File: src/rtl/noc_pe_inject_arbiter.sv
// noc_pe_inject_arbiter
// Shares one NoC PE injection port among N local requesters. Arbitration is
// round-robin, and a granted multi-beat packet keeps the port until its last
// beat. The selected beat is packed into a flit as {payload, y, x} and held in
// a single output register that faces the switch.
module noc_pe_inject_arbiter #(
    parameter int N           = 4,
    parameter int data_width  = 256,
    parameter int x_size      = 1,
    parameter int y_size      = 1,
    parameter int total_width = x_size + y_size + data_width,
    localparam int IDX_W      = (N > 1) ? $clog2(N) : 1
) (
    input  logic                       clk,
    input  logic                       rstn,
    input  logic [N-1:0]               req_valid,
    input  logic [N-1:0]               req_last,
    input  logic [N*x_size-1:0]        req_x,
    input  logic [N*y_size-1:0]        req_y,
    input  logic [N*data_width-1:0]    req_data,
    output logic [N-1:0]               req_ready,
    output logic                       o_valid_pe,
    output logic [total_width-1:0]     o_data_pe,
    input  logic                       i_ready_pe,
    output logic [IDX_W-1:0]           grant_id,
    output logic                       locked
);

    typedef enum logic {IDLE, LOCK} state_t;

    state_t                 state, state_nxt;
    logic [IDX_W-1:0]       rr_ptr, rr_ptr_nxt;
    logic [IDX_W-1:0]       owner, owner_nxt;
    logic [IDX_W-1:0]       grant_nxt;
    logic                   locked_nxt;

    logic [IDX_W-1:0]       win_idx;
    logic                   win_found;
    logic                   can_load;
    logic                   accept;
    logic                   win_last;
    logic [IDX_W-1:0]       win_plus1;
    logic [total_width-1:0] flit_nxt;

    // Pick the winner: the lock owner while a packet is in flight, otherwise
    // the first valid requester searching upward from the round-robin pointer.
    always_comb begin
        win_idx   = '0;
        win_found = 1'b0;
        if (state == LOCK) begin
            win_idx   = owner;
            win_found = req_valid[owner];
        end else begin
            for (int k = 0; k < N; k++) begin
                if (!win_found && req_valid[(int'(rr_ptr) + k) % N]) begin
                    win_found = 1'b1;
                    win_idx   = IDX_W'((int'(rr_ptr) + k) % N);
                end
            end
        end
    end

    // Handshake towards the requesters and the packed flit for the winner.
    // req_ready is forced low while reset is held, because the cleared output
    // register would otherwise look ready to load.
    always_comb begin
        can_load  = !o_valid_pe || i_ready_pe;
        accept    = can_load && win_found && rstn;
        win_last  = req_last[win_idx];
        win_plus1 = (int'(win_idx) == N - 1) ? '0 : win_idx + 1'b1;
        flit_nxt  = {req_data[int'(win_idx)*data_width +: data_width],
                     req_y[int'(win_idx)*y_size +: y_size],
                     req_x[int'(win_idx)*x_size +: x_size]};
        req_ready = '0;
        if (accept) begin
            req_ready[win_idx] = 1'b1;
        end
    end

    // Next-state logic for the packet-lock FSM, the round-robin pointer and
    // the grant/lock status outputs.
    always_comb begin
        state_nxt  = state;
        rr_ptr_nxt = rr_ptr;
        owner_nxt  = owner;
        grant_nxt  = grant_id;
        locked_nxt = locked;
        case (state)
            IDLE: begin
                if (accept) begin
                    grant_nxt = win_idx;
                    if (win_last) begin
                        rr_ptr_nxt = win_plus1;
                    end else begin
                        state_nxt  = LOCK;
                        owner_nxt  = win_idx;
                        locked_nxt = 1'b1;
                    end
                end
            end
            LOCK: begin
                if (accept && win_last) begin
                    state_nxt  = IDLE;
                    locked_nxt = 1'b0;
                    rr_ptr_nxt = win_plus1;
                end
            end
            default: state_nxt = IDLE;
        endcase
    end

    // Arbitration state registers.
    always_ff @(posedge clk or negedge rstn) begin
        if (!rstn) begin
            state    <= IDLE;
            rr_ptr   <= '0;
            owner    <= '0;
            grant_id <= '0;
            locked   <= 1'b0;
        end else begin
            state    <= state_nxt;
            rr_ptr   <= rr_ptr_nxt;
            owner    <= owner_nxt;
            grant_id <= grant_nxt;
            locked   <= locked_nxt;
        end
    end

    // Output flit register: loads an accepted beat, holds it under
    // backpressure and goes idle once the switch has consumed it.
    always_ff @(posedge clk or negedge rstn) begin
        if (!rstn) begin
            o_valid_pe <= 1'b0;
            o_data_pe  <= '0;
        end else if (accept) begin
            o_valid_pe <= 1'b1;
            o_data_pe  <= flit_nxt;
        end else if (i_ready_pe) begin
            o_valid_pe <= 1'b0;
        end
    end

endmodule

File: config.mk
export PLATFORM = sky130hd
export DESIGN_NAME = noc_pe_inject_arbiter
export DESIGN_NICKNAME = d
export VERILOG_FILES = /design/src/rtl/noc_pe_inject_arbiter.sv
export SDC_FILE = /design/constraint.sdc
export NUM_CORES = 1
export LEC_CHECK = 0
export ABC_AREA = 1
export BUFFER_PORTS_ARGS = -buffer_cell sky130_fd_sc_hd__clkbuf_2
export CAP_MARGIN = 20
export CORE_AREA = 2 2 503 505
export CTS_BUF_LIST = sky130_fd_sc_hd__clkbuf_4 sky130_fd_sc_hd__clkbuf_8 sky130_fd_sc_hd__clkbuf_16
export DETAILED_ROUTE_END_ITERATION = 12
export DIE_AREA = 0 0 505 507
export PLACE_DENSITY_LB_ADDON = 0.08
export SYNTH_ARGS = -nofsm -noshare
export SYNTH_HDL_FRONTEND = slang
export SYNTH_SLANG_ARGS = --single-unit
File: constraint.sdc
create_clock -name clk -period 2.81 [get_ports clk]
set_clock_uncertainty 0.05 [all_clocks]
set_input_delay 0.281 -clock clk [delete_from_list [all_inputs] [get_ports clk]]
set_output_delay 0.281 -clock clk [all_outputs]
set_load 0.02 [all_outputs]
-- Word level (Yosys, flattened, before mapping)
Cells that the tools add are included.
- add/sub/neg operators: 4
- $mul: 0
- div/mod/pow operators: 0
- order comparisons: 7
- eq/ne operators: 5
- shift-type cells: 3
- mux-type cells: 46
- bitwise operators: 5
- reductions and logical operators: 20
- operators by type and width (kind ; number):
    $shiftx 1024x11->256 ; 1
    $mux 1 ; 26
    $mux 2 ; 9
    $bmux 1 s2 ; 6
    $lt 3x4->1 const B ; 3
    $lt 2x3->1 const B ; 3
    $reduce_and 3->1 ; 3
    $shiftx 4x3->1 ; 2
    $logic_and 1x1->1 ; 7
    $ne 2x2->1 const B ; 3
    $reduce_or 2->1 ; 3
    $add 2x1->2 const B ; 2
    $add 2x2->2 const B ; 2
    $logic_not 1->1 ; 4
    $mux 4 ; 1
    $pmux 1 s2 ; 2
    $pmux 2 s2 ; 1
    $and 1x1->1 const A ; 3
    $demux 1 s2 ; 1
    $eq 2x1->1 const B ; 1
    $ge 2x1->1 const B ; 1
    $ne 2x1->1 const B ; 1
    $not 1->1 ; 2
    $reduce_and 2->1 ; 1
    other kinds (2) ; 2
- register bits after elaboration: 267
- bits in latches: 0
- RAM bits: 0
- ROM bits: 0
- input bits: 1043
- output and inout bits: 266
- logic and storage cells: 97
- memories kept: 0

-- Depth between registers and ports, before layout
- word-level depth: 22
- mapped depth: 19
- mapped depth without buffers: 17

-- Worst setup path before layout
Ideal clock, no wire load.
- kind: flip-flop to output port
- start: register rr_ptr[0]
- end: output port req_ready[1]
- arrival time: 2111 ps
- data required time: 2479 ps
- slack: 368 ps
- stages on the path, launching flop included: 16
- buffers on the path: 3
- cells stage by stage: dfrtp_1 -> buf_4 -> nand2_1 -> nand3_1 -> nand2_1 -> inv_2 -> nand3_2 -> nor2_1 -> nor2_4 -> nand2_4 -> inv_2 -> buf_2 -> buf_2 -> ha_1 -> inv_1 -> nor2_1
- cells in the longest elaborated chain, start to end: 21
- elaborated cells on any way between the ends: 41
- classes of those cells: add/sub: 3; order compare: 2; mux: 27; reduce/logical: 9
- ends and longest elaborated chain (item ; RTL line ; RTL):
    from (decl) ; 32 ; logic [IDX_W-1:0] rr_ptr, rr_ptr_nxt;
    from (signal assigned) ; 122 ; rr_ptr <= rr_ptr_nxt;
    branches (longest 14 deep; another with $add 2x1->2) ; n/a ;
    $mux 2 * ; 55 ; if (!win_found && req_valid[(int'(rr_ptr) + k) % N]) begin
    $mux 2 * ; 50 ; if (state == LOCK) begin
    net win_idx[0] ; 37 ; logic [IDX_W-1:0] win_idx;
    $lt 2x3->1 (not written as such) or $ge 2x1->1 (tied branches) ; 76 ; req_ready[win_idx] = 1'b1;
    $logic_and 1x1->1 (not written as such) ; 76 ;
    $mux 1 (not written as such) ; 76 ;
    $demux 1 s2 * ; 76 ;
    $mux 4 * ; 75 ; if (accept) begin
    to (decl) ; 21 ; output logic [N-1:0] req_ready,
Mark *: on every way through the listed nets, which the timed path passes. The select of a mux whose other input is x is not followed.

-- Worst setup path after layout
- start: register rr_ptr[0]
- end: output port req_ready[0]
- cells in the longest elaborated chain, start to end: 21
- elaborated cells on any way between the ends: 41
- classes of those cells: add/sub: 3; order compare: 2; mux: 27; reduce/logical: 9
- ends and longest elaborated chain (item ; RTL line):
    branches (longest 20 deep; another with $add 2x1->2) ; n/a
    $mux 4 * ; 75
Mark *: on every way between the ends. The select of a mux whose other input is x is not followed.

==> summary.md <==
| Metric | Value |
|---|---|
| Netlist cell types | 24 |
| Post-DP HPWL | approximately 160 mm |
| Row count | between 150 and 200 |
| Final Hold Viols | 0 |
| Worst EP arrival | 2.71 ns |
| First-pass GRT wire length | approximately 260 mm |
| Ys async rst share | 100.0% |
| Max FO, Critical Path | 6 |
| Syn-to-layout area delta | 127.0% |
| Combinational cell fraction of total power | 77.0% |
| Share of cells above drive strength 1 | 36.63% |
| Layout net count | ~6400 |
| CP max stage cell | dfrtp_2 |
| Synth cell count leaders | 1873 x nand2_1, 302 x o21ai_0, 267 x dfrtp_1 |
| Worst hold margin | 0.01795 ns |
| Synth area leaders | nand2_1 37%, dfrtp_1 36%, o21ai_0 8.0%, o21ai_1 5.9%, nor2_1 5.3% |
| Yosys top cell area share | 37.40% |
| Die area | between 200000 and 300000 um^2 |
| Finished Cell Area | 42670 um^2 |
| Ys flop type | dfrtp_1 |
| Mapped Nets | about 4300 |
| Port Buffer Count | 1308 |
| Via Count | between 20000 and 30000 |
| FF+latch area | 6684 um^2 |
| Routability Congestion | about 0.87 |
| Multi-input logic area | 12080 um^2 |
| PnR Total Power | 0.05686 W |
| Slew Viols, Final | 0 |
| PwrDens | 1332 nW/um^2 |
| Antenna viol nets, final | 0 |
| Max-Cap Viols | 0 |
| EDFF count, synth | 0 |
| #FFs+latches synth | around 270 |
| Synth area leader | nand2_1 |
| Starting Density | 7.506% |
| Synth Area per Inst | 5.844 um^2 |
| Sequential element share of the synthesized area | 35.54% |
| Pin count of the biggest net entering global routing | 91 |
| Worst path cell trace | clkinvlp_4 > nand2_2 > nand2_4 > nand2_4 > nand2_4 > nor2_4 > nand3_2 > nand2_2 > inv_4 > a21oi_4 > buf_12 > ha_4 > inv_2 > nor2_1 > buf_4 |
| Worst path bufs/invs | 5 |
| Setup violators final | 181 |
| DR WL/cell | between 20 and 25 um |
| CP peak stage delay | 0.48 ns |
| # DRC | 0 |
| Insertion delay to the later sink of the worst-skew pair | approximately 0.64 ns |
| CP delay by family, top | simple AND/OR/NAND/NOR gates |
| Most frequent cell after synthesis | nand2_1 |
| Num CTS Buffers | 46 |
| 1st-iter DRT viols | 1418 |
| Final wirelength | 197.1 mm |
| Max Freq | 329.0 MHz |
| Most common cell on crit path | nand2_4 |
| Boundary Pins | ~1300 |
| Sequential share of power | between 10 and 15% |
| Fin worst setup slack | -0.2296 ns |
| Mapped Cells | between 3000 and 4000 |
| Status | finished, violations left |
| Via-to-Cell Ratio | 3.356 |
| CP Class | reg -> out |
| Violated checks | negative setup slack |
| Initial antenna violation count | 98 |
| Die Width | 505 um |
| Clock Sinks | 267 |
| Worst vdd ir | 494.4 uV |
| First drt pass iteration count | 7 |
| CTS clock-pin slew for the worst setup and hold paths | 0.06 ns |
| Number of global-route vias before repair | 31458 |
| Core Area | between 200000 and 300000 um^2 |
| Hold crit path type | in -> reg |
| Sw Pwr | 0.03072 W |
| Sw Ratio | 54.03% |
| Clock network power share | 10.7% |
| Total grt overflow | 0 |
| GRT Util Overall | 14.58% |
| Fillers | 29424 |
| Placed cell area | 31090 um^2 |
| Final worst path period need | 3.040 ns |
| CTS max path bufs | 3 |
| Actual slew at the worst max-slew pin | just over 0.8 ns |
| Req. time, crit path | 2.48 ns |
| Internal power | 0.02613 W |
| Synth warn | 0 |
| H-tree lvl count | 2 |
| Leak Pwr | approximately 22 nW |
| Die Y | between 500 and 600 um |
| Crit path launch type | flop |
| Final worst-path cycle share | 108.2% |
| Critical Path Sink Type | primary output |
| RSZ-0062 raised after global routing | true |
| Post-Syn Area | 18800 um^2 |
| CTS root buf | clkbuf_16 |
| Slew HR | between 40 and 50% |
| CTS tree | built |
-- stage by stage --
stage / instances / setup WS, ns / setup TNS (ns) / utilization, %
floorplan: 3217 / 0.3682 / 0 / -
global placement: 7888 / -0.4512 / -2.434 / 12.41
detailed placement: 7888 / -0.4228 / -1.454 / 12.41
CTS: 8718 / -0.3546 / -9.324 / 16.39
global route: 8770 / -0.3857 / -46.39 / 17.02
finish: 8789 / -0.2296 / -15.48 / 17.04
-- placed cells by master (no fill, tap or decap), types with 9 or more instances in the layout --
master / n
buf_4: 171
buf_12: 73
inv_1: 16
dfrtp_1: 265
buf_6: 29
dlygate4sd3_1: 706
nor2_1: 261
o21ai_1: 176
nand2_4: 30
buf_16: 18
diode_2: 35
nand3_1: 9
clkbuf_8: 10
clkbuf_4: 13
clkbuf_16: 63
o21ai_2: 96
nand2_2: 88
clkinv_2: 9
o21ai_0: 237
buf_8: 12
nand2_1: 1749
o21ai_4: 13
clkbuf_2: 1303
-- what timing repair did --
item | CTS | global route
hold endpoints to repair | 339 | 2
pin swaps | 30 | 69
buffers inserted | 31 | 22
hold buffers | 705 | 2
gates cloned | 13 | 16
gates resized for setup | 228 | 280
setup endpoints to repair | 23 | 265
-- state kept, by name (all words and copies together), names as in the netlist, named ones only --
name	cells
grant_id	2
locked	1
o_data_pe	258
o_valid_pe	1
owner	2
rr_ptr	2
-- worst reg2reg max path, stage by stage, from the launching register on --
cell and delay (ns):
dfrtp_2 0.48, clkinvlp_4 0.18, nand2_2 0.10, nand2_4 0.06
nand2_4 0.08, nand2_4 0.05, nor2_4 0.15, nand2_2 0.08
nand3_4 0.11, buf_6 0.10, a21oi_4 0.06, buf_12 0.15
buf_4 0.13, buf_6 0.10, buf_6 0.11, buf_16 0.16
buf_12 0.17, buf_12 0.15, buf_12 0.13, nand2_1 0.08
o21ai_2 0.07, nand2_1 0.09, nand2_1 0.05
-- power by group through the flow --
stage	clock (W)	sequential, W	combinational (W)
4_1_cts	0.00651	0.00699	0.0412
3_5_place_dp	0	0.00700	0.0359
6_report	0.00611	0.00695	0.0438
5_1_grt	0.00657	0.00720	0.0480
3_3_place_gp	0	0.00701	0.0363
2_1_floorplan	0	0.00879	0.0156
-- routing by layer --
metal | global-route usage, % | wire length (um) | vias to the layer above
li1 | - | - | 14440
met1 | 17.58 | 83190 | 13740
met2 | 25.38 | 95930 | 1071
met3 | 4.024 | 12940 | 207
met4 | 3.647 | 4836 | 36
met5 | 0 | 230 | -
-- final timing paths --
kind	startpoint	to	slack [ns]	depth (start not counted)
min in group asynchronous	rstn	o_data_pe[149]	0.13	3
hold / removal	req_data[826]	o_data_pe[60]	0.02	5
max in group asynchronous	rstn	o_data_pe[55]	1.08	5
setup reg to reg	rr_ptr[0]	o_data_pe[144]	-0.19	22
hold reg to reg	o_data_pe[123]	o_data_pe[123]	0.42	2
setup / recovery	rr_ptr[0]	req_ready[0]	-0.23	15
-- kinds of logic after synthesis --
group,share of synthesized area (%)
AO/OA/AOI/OAI,14.08
adder cells (fa/ha/maj),0.2662
buffers and inverters,6.622
flip-flops,35.54
AND/OR/NAND/NOR,43.49
-- cell type report --
cell class	count	share of cell area [%]
sequential	267	15.66
timing repair inverter	1	0.01759
clock inverter	13	0.2874
antenna	35	0.2053
clock buffer	69	3.275
inverter	26	0.2874
timing repair buffer	2336	42.13
multi-input combinational	2694	28.32
tap	3348	9.817
Power figures use the tool's default switching activity.
